**config.mk**
```make
export PLATFORM = sky130hd
export DESIGN_NAME = point_draw_ctl
export DESIGN_NICKNAME = d
export VERILOG_FILES = /design/src/rtl/game_pkg.sv /design/src/rtl/point_hit_test.sv /design/src/rtl/point_draw_ctl.sv
export SDC_FILE = /design/constraint.sdc
export NUM_CORES = 1
export LEC_CHECK = 0
export ABC_AREA = 1
export CAP_MARGIN = 5
export CORE_ASPECT_RATIO = 1.5
export CORE_MARGIN = 2
export CORE_UTILIZATION = 56
export CTS_CLUSTER_SIZE = 20
export DETAILED_ROUTE_END_ITERATION = 6
export GPL_ROUTABILITY_DRIVEN = 1
export PLACE_DENSITY = 0.77
export SLEW_MARGIN = 0
export SYNTH_ARGS = -nofsm -noshare
export SYNTH_HDL_FRONTEND = slang
export SYNTH_SLANG_ARGS = --single-unit
```
**constraint.sdc**
```tcl
create_clock -name clk -period 13.53 [get_ports clk]
set_clock_uncertainty 0.15 [all_clocks]
set_input_delay 1.353 -clock clk [delete_from_list [all_inputs] [get_ports clk]]
set_output_delay 1.353 -clock clk [all_outputs]
set_load 0.005 [all_outputs]
```
**src/rtl/game_pkg.sv**
```systemverilog
// Shared constants and types for the sprite overlay pipeline.
package game_pkg;

  localparam int          CNT_W           = 11;
  localparam int          IMG_W           = 48;
  localparam int          IMG_H           = 64;
  localparam logic [11:0] TRANSPARENT_RGB = 12'hF0F;

  typedef struct packed {
    logic [CNT_W-1:0] x;
    logic [CNT_W-1:0] y;
    logic             en;
  } slot_t;

endpackage

```
**src/rtl/point_hit_test.sv**
```systemverilog
// Per-slot coverage test: is the current pixel inside this sprite, and where.
module point_hit_test
  import game_pkg::*;
#(
  parameter int W = IMG_W,
  parameter int H = IMG_H
) (
  input  slot_t            slot,
  input  logic [CNT_W-1:0] hcount,
  input  logic [CNT_W-1:0] vcount,
  output logic             hit,
  output logic [5:0]       col,
  output logic [5:0]       row
);

  logic [CNT_W:0] h_ext, v_ext, x_ext, y_ext;

  // Bounds are checked one bit wider so x+W near the counter limit never wraps;
  // the low 6 bits of the offsets equal the low bits of the full difference.
  always_comb begin
    h_ext = {1'b0, hcount};
    v_ext = {1'b0, vcount};
    x_ext = {1'b0, slot.x};
    y_ext = {1'b0, slot.y};
    hit   = slot.en
            && (h_ext >= x_ext) && (h_ext < x_ext + (CNT_W+1)'(W))
            && (v_ext >= y_ext) && (v_ext < y_ext + (CNT_W+1)'(H));
    col   = hcount[5:0] - slot.x[5:0];
    row   = vcount[5:0] - slot.y[5:0];
  end

endmodule

```
**src/rtl/point_draw_ctl.sv**
```systemverilog
// Point-sprite overlay: picks the covering slot, addresses the shared ROM and
// composites its colour over the background with a fixed 2-clock latency.
module point_draw_ctl
  import game_pkg::*;
#(
  parameter int          N_POINTS        = 4,
  parameter int          IMG_W           = game_pkg::IMG_W,
  parameter int          IMG_H           = game_pkg::IMG_H,
  parameter logic [11:0] TRANSPARENT_RGB = game_pkg::TRANSPARENT_RGB
) (
  input  logic        clk,
  input  logic        rst,
  input  logic [10:0] hcount_in,
  input  logic [10:0] vcount_in,
  input  logic        hsync_in,
  input  logic        vsync_in,
  input  logic        hblnk_in,
  input  logic        vblnk_in,
  input  logic [11:0] rgb_in,
  input  logic        pos_we,
  input  logic [2:0]  pos_idx,
  input  logic [10:0] pos_x,
  input  logic [10:0] pos_y,
  input  logic        pos_en,
  output logic [11:0] rom_addr,
  input  logic [11:0] rom_rgb,
  output logic [10:0] hcount_out,
  output logic [10:0] vcount_out,
  output logic        hsync_out,
  output logic        vsync_out,
  output logic        hblnk_out,
  output logic        vblnk_out,
  output logic [11:0] rgb_out
);

  slot_t shadow [N_POINTS];
  slot_t active [N_POINTS];

  logic [N_POINTS-1:0] hit_v;
  logic [5:0]          col_v [N_POINTS];
  logic [5:0]          row_v [N_POINTS];

  logic       any_hit;
  logic [5:0] sel_col, sel_row;
  logic       commit;

  logic        hit_d1, hit_d2;
  logic [5:0]  col_d1, row_d1;
  logic [10:0] hcount_d1, hcount_d2, vcount_d1, vcount_d2;
  logic        hsync_d1, hsync_d2, vsync_d1, vsync_d2;
  logic        hblnk_d1, hblnk_d2, vblnk_d1, vblnk_d2;
  logic [11:0] rgb_d1, rgb_d2;

  for (genvar g = 0; g < N_POINTS; g++) begin : g_hit
    point_hit_test #(.W(IMG_W), .H(IMG_H)) u_hit (
      .slot   (active[g]),
      .hcount (hcount_in),
      .vcount (vcount_in),
      .hit    (hit_v[g]),
      .col    (col_v[g]),
      .row    (row_v[g])
    );
  end

  // Lowest-index hitting slot wins: scan downward so lower indices overwrite.
  always_comb begin
    any_hit = 1'b0;
    sel_col = '0;
    sel_row = '0;
    for (int i = N_POINTS - 1; i >= 0; i--) begin
      if (hit_v[i]) begin
        any_hit = 1'b1;
        sel_col = col_v[i];
        sel_row = row_v[i];
      end
    end
  end

  // Positions only take effect on the rising edge of vertical blank.
  assign commit = vblnk_in & ~vblnk_d1;

  // Shadow slots take writes; active slots snapshot the pre-write shadow at commit.
  always_ff @(posedge clk) begin
    if (rst) begin
      for (int i = 0; i < N_POINTS; i++) begin
        shadow[i] <= '0;
        active[i] <= '0;
      end
    end else begin
      for (int i = 0; i < N_POINTS; i++) begin
        if (commit)
          active[i] <= shadow[i];
        if (pos_we && (pos_idx == 3'(i)))
          shadow[i] <= '{x: pos_x, y: pos_y, en: pos_en};
      end
    end
  end

  // Two-stage pipeline: stage 1 holds the hit result, stage 2 meets the ROM data.
  always_ff @(posedge clk) begin
    if (rst) begin
      hit_d1    <= 1'b0;  hit_d2    <= 1'b0;
      col_d1    <= '0;    row_d1    <= '0;
      hcount_d1 <= '0;    hcount_d2 <= '0;
      vcount_d1 <= '0;    vcount_d2 <= '0;
      hsync_d1  <= 1'b0;  hsync_d2  <= 1'b0;
      vsync_d1  <= 1'b0;  vsync_d2  <= 1'b0;
      hblnk_d1  <= 1'b0;  hblnk_d2  <= 1'b0;
      vblnk_d1  <= 1'b0;  vblnk_d2  <= 1'b0;
      rgb_d1    <= '0;    rgb_d2    <= '0;
    end else begin
      hit_d1    <= any_hit;    hit_d2    <= hit_d1;
      col_d1    <= sel_col;    row_d1    <= sel_row;
      hcount_d1 <= hcount_in;  hcount_d2 <= hcount_d1;
      vcount_d1 <= vcount_in;  vcount_d2 <= vcount_d1;
      hsync_d1  <= hsync_in;   hsync_d2  <= hsync_d1;
      vsync_d1  <= vsync_in;   vsync_d2  <= vsync_d1;
      hblnk_d1  <= hblnk_in;   hblnk_d2  <= hblnk_d1;
      vblnk_d1  <= vblnk_in;   vblnk_d2  <= vblnk_d1;
      rgb_d1    <= rgb_in;     rgb_d2    <= rgb_d1;
    end
  end

  assign rom_addr   = hit_d1 ? {row_d1, col_d1} : 12'h000;
  assign hcount_out = hcount_d2;
  assign vcount_out = vcount_d2;
  assign hsync_out  = hsync_d2;
  assign vsync_out  = vsync_d2;
  assign hblnk_out  = hblnk_d2;
  assign vblnk_out  = vblnk_d2;

  // Blanking forces black; otherwise an opaque ROM pixel replaces the background.
  always_comb begin
    rgb_out = rgb_d2;
    if (hblnk_d2 || vblnk_d2)
      rgb_out = 12'h000;
    else if (hit_d2 && (rom_rgb != TRANSPARENT_RGB))
      rgb_out = rom_rgb;
  end

endmodule

```
==> impl_metrics.env <==
export IMPL_yosys_warnings=0
export IMPL_fp_dieW_um=139
export IMPL_period_share_pct=39.0
export IMPL_grt_use_total_pct=23.7
export IMPL_syn_area_um2=15300
export IMPL_worst_setup_path_end_kind="output pin"
export IMPL_grt_max_degree=93
export IMPL_cts_buffers_inserted=26
export IMPL_fin_tns_setup_ps=0
export IMPL_outcome="completed"
export IMPL_clock_tree_root_cell="sky130_fd_sc_hd__clkbuf_16"
export IMPL_finish_cell_count_without_fillers=2259
export IMPL_ant_nets=0
export IMPL_wire_per_inst_um=14.9
export IMPL_tritoncts_clock_tree="built"
export IMPL_synthAdderAreaFrac_pct=12.8
export IMPL_grt_antenna_before_repair=0
export IMPL_grt_ovfl_total=0
export IMPL_synth_seq_area_share_pct=47.9
export IMPL_ys_types=46
export IMPL_worst_hold_path_type="reg2reg"
export IMPL_setup_slack_ps=8250
export IMPL_total_leakage_power_uw=0.00831
export IMPL_max_freq_ghz=0.189
export IMPL_design_area_um2=17700
export IMPL_die_h_um=206
export IMPL_dp_hpwl_mm=25.2
export IMPL_drt_wl_total_mm=33.6
export IMPL_antenna_cells=0
export IMPL_grtUsageMet2_pct=43.4
export IMPL_synth_area_top_cells="sky130_fd_sc_hd__edfxtp_1 36%, sky130_fd_sc_hd__dfxtp_1 12%, sky130_fd_sc_hd__ha_1 12%"
export IMPL_timing_worst_slew_pin_value_ps=1160
export IMPL_fin_nets=2130
export IMPL_postSynthCellCount=1779
export IMPL_unrepaired_setup_endpoints_after_global_routing="false"
export IMPL_syn2layout_area_growth_pct=15.9
export IMPL_number_of_global_route_vias_before_repair=11500
export IMPL_synth_edff_count=184
export IMPL_boundaryPins=129
export IMPL_most_heavily_used_metal_layer_in_global_routing="met2"
export IMPL_starting_density_of_the_core_pct=56.6
export IMPL_layout_drive_gt1_share_pct=4.54
export IMPL_reg2reg_from="active[2][16]"
export IMPL_number_of_max_cap_violations=0
export IMPL_synth_area_leader_cell="sky130_fd_sc_hd__edfxtp_1"
export IMPL_postCtsSetupBuffers=0
export IMPL_cts_reportedPaths_clkPinSlew_ps=60
export IMPL_cts_sinks=274
export IMPL_post_route_drc_count=0
export IMPL_core_area_um2=27000
export IMPL_cts_htree_levels=1
export IMPL_setup_violations=0
export IMPL_rr_endpoint="row_d1[1]"
export IMPL_post_cts_resized_instances=0
export IMPL_vias=11500
export IMPL_synth_xor_xnor_area_share_pct=3.32
export IMPL_die_area_um2=28700
export IMPL_crit_fanout=13
export IMPL_firstDrtPassIters=6
export IMPL_syn_mean_instance_area_um2=8.60
export IMPL_synth_compound_area_share_pct=4.88
export IMPL_muxShareOfSynthArea_pct=0
export IMPL_startpoint_type="input port"
export IMPL_placed_cells_incl_taps=2212
export IMPL_drt_iter0_drc=680
export IMPL_mappedNetlistNets=2010
export IMPL_synthFlopType="sky130_fd_sc_hd__edfxtp_1"
export IMPL_cp_required_ps=12030
export IMPL_timing_critical_path_from="rom_rgb[4]"
export IMPL_async_flop_share_pct=0
export IMPL_synth_top_cell_area_share_pct=36.1
export IMPL_global_route_wire_length_before_repair_mm=55.1
export IMPL_cellPowerDensity_nw_per_um2=115
export IMPL_final_min_clock_period_ps=5280
export IMPL_final_hold_violation_count=0
export IMPL_placer_s_final_routability_congestion_estimate=0.927
export IMPL_post_place_ws_ps=8250
export IMPL_buffers_added_on_ports=128
export IMPL_worst_slew_margin_rel_pct=22.8
export IMPL_setup_reg_to_reg_worst_slack_ps=10220
export IMPL_grt_met3_usage_pct=3.29
export IMPL_cts_hold_buffers_added=0
export IMPL_cts_buffer_depth=3
export IMPL_drt_via_density=5.09
export IMPL_report_final_slew_viol_count=0
export IMPL_gr_usage_met1_pct=28.2
export IMPL_worstPathArrival_ps=3780
export IMPL_timing_critical_path_to="rgb_out[3]"
export IMPL_vdd_ir_drop_max_uv=90.0
export IMPL_yosys_register_bits=274
export IMPL_synth_simple_gate_area_share_pct=20.7
export IMPL_clock_insertion_delay_worst_skew_ps=540
export IMPL_dpl_instance_area_um2=16900
export IMPL_floorplan_rows=74
export IMPL_synth_top_family_by_area="simple AND/OR/NAND/NOR gates"
export IMPL_crit_type="in2out"
export IMPL_reg2reg_depth=18
==> layout by cell type, fill, tap and decap left out, types with 43 or more instances in the layout <==
cell type                           n
sky130_fd_sc_hd__a21oi_1           62
sky130_fd_sc_hd__clkdlybuf4s50_1  127
sky130_fd_sc_hd__dfxtp_1           90
sky130_fd_sc_hd__edfxtp_1         184
sky130_fd_sc_hd__ha_1             144
sky130_fd_sc_hd__inv_1            366
sky130_fd_sc_hd__nand2_1          221
sky130_fd_sc_hd__nand3_1           62
sky130_fd_sc_hd__nand4_1           48
sky130_fd_sc_hd__nor2_1           362
sky130_fd_sc_hd__xor2_1            43
==> sequential cells by signal (all words and copies together) (netlist names) <==
signal and count:
active 92, col_d1 6, hblnk_d1 1, hblnk_out 1, hcount_d1 11, hcount_out 11, hit_d1 1, hit_d2 1
hsync_d1 1, hsync_out 1, rgb_d1 12, rgb_d2 12, row_d1 6, shadow 92, vblnk_d1 1, vblnk_out 1
vcount_d1 11, vcount_out 11, vsync_d1 1, vsync_out 1
==> how the worst min path moves through the flow <==
stage / slack (ps) / from / cells after the start / to
2_1_floorplan: 240 / hblnk_d1 / 2 / hblnk_out
3_3_place_gp: 240 / vcount_d1[0] / 2 / vcount_out[0]
3_5_place_dp: 240 / vcount_d1[0] / 2 / vcount_out[0]
4_1_cts: 240 / rgb_d1[3] / 2 / rgb_d2[3]
5_1_grt: 260 / vcount_d1[7] / 2 / vcount_out[7]
6_report: 240 / rgb_d1[3] / 2 / rgb_d2[3]
==> through the flow <==
step                hold WS [ps]  total power, uW  utilization, %
finish                       239             2050            65.6
global route                 263             2150            65.6
CTS                          244             2060            65.6
detailed placement           242             1350            62.5
global placement             240             1330            62.5
floorplan                    238             1230               -
==> synthesized netlist by cell type, drive strengths merged (2+ instances only) <==
library cell,count
o21a,5
edfxtp,184
dfxtp,90
nand2,225
nor4,2
inv,371
xor2,43
nor3,13
and3,2
fa,8
clkinv,3
nand3b,6
xnor2,15
nor2,373
o21ai,52
a211oi,3
buf,11
nand4,48
clkbuf,32
a21oi,64
a31oi,3
nand3,68
a21o,4
ha,144
or2,3
==> layer usage <==
metal | vias up | routed length (um)
met3 | 76 | 1690
met1 | 5258 | 13700
li1 | 5862 | -
met4 | 0 | 1040
met5 | - | 0
met2 | 309 | 17200
==> cell type report <==
cell class	instances	area [um^2]
Fill cell	2256	9290
Multi-Input combinational cell	1088	6410
Clock inverter	11	92.6
Tap cell	342	428
Inverter	374	1400
Clock buffer	35	747
Sequential cell	274	7330
Timing Repair Buffer	135	1340
==> cells by family after synthesis <==
kind of cell	count (synthesis)
buffers and inverters	417
adders and majority gates	152
and+or+nand+nor	742
AOI/OAI and AO/OA	136
DFF	274
xor gates and xnor gates	58
==> worst max-delay path, cell delays in order <==
cell and delay [ps]:
sky130_fd_sc_hd__clkdlybuf4s50_1 430, sky130_fd_sc_hd__nor4_1 330, sky130_fd_sc_hd__or3b_2 470, sky130_fd_sc_hd__nand2_1 270, sky130_fd_sc_hd__inv_1 260, sky130_fd_sc_hd__nor2_1 170
sky130_fd_sc_hd__nor2_1 60, sky130_fd_sc_hd__clkdlybuf4s50_1 430
==> where the power goes <==
group	internal [uW]	total, uW	switching [uW]
clock	408	716	308
combinational	141	358	217
sequential	949	975	26.0
total	1500	2050	551
Power figures use the tool's default switching activity.
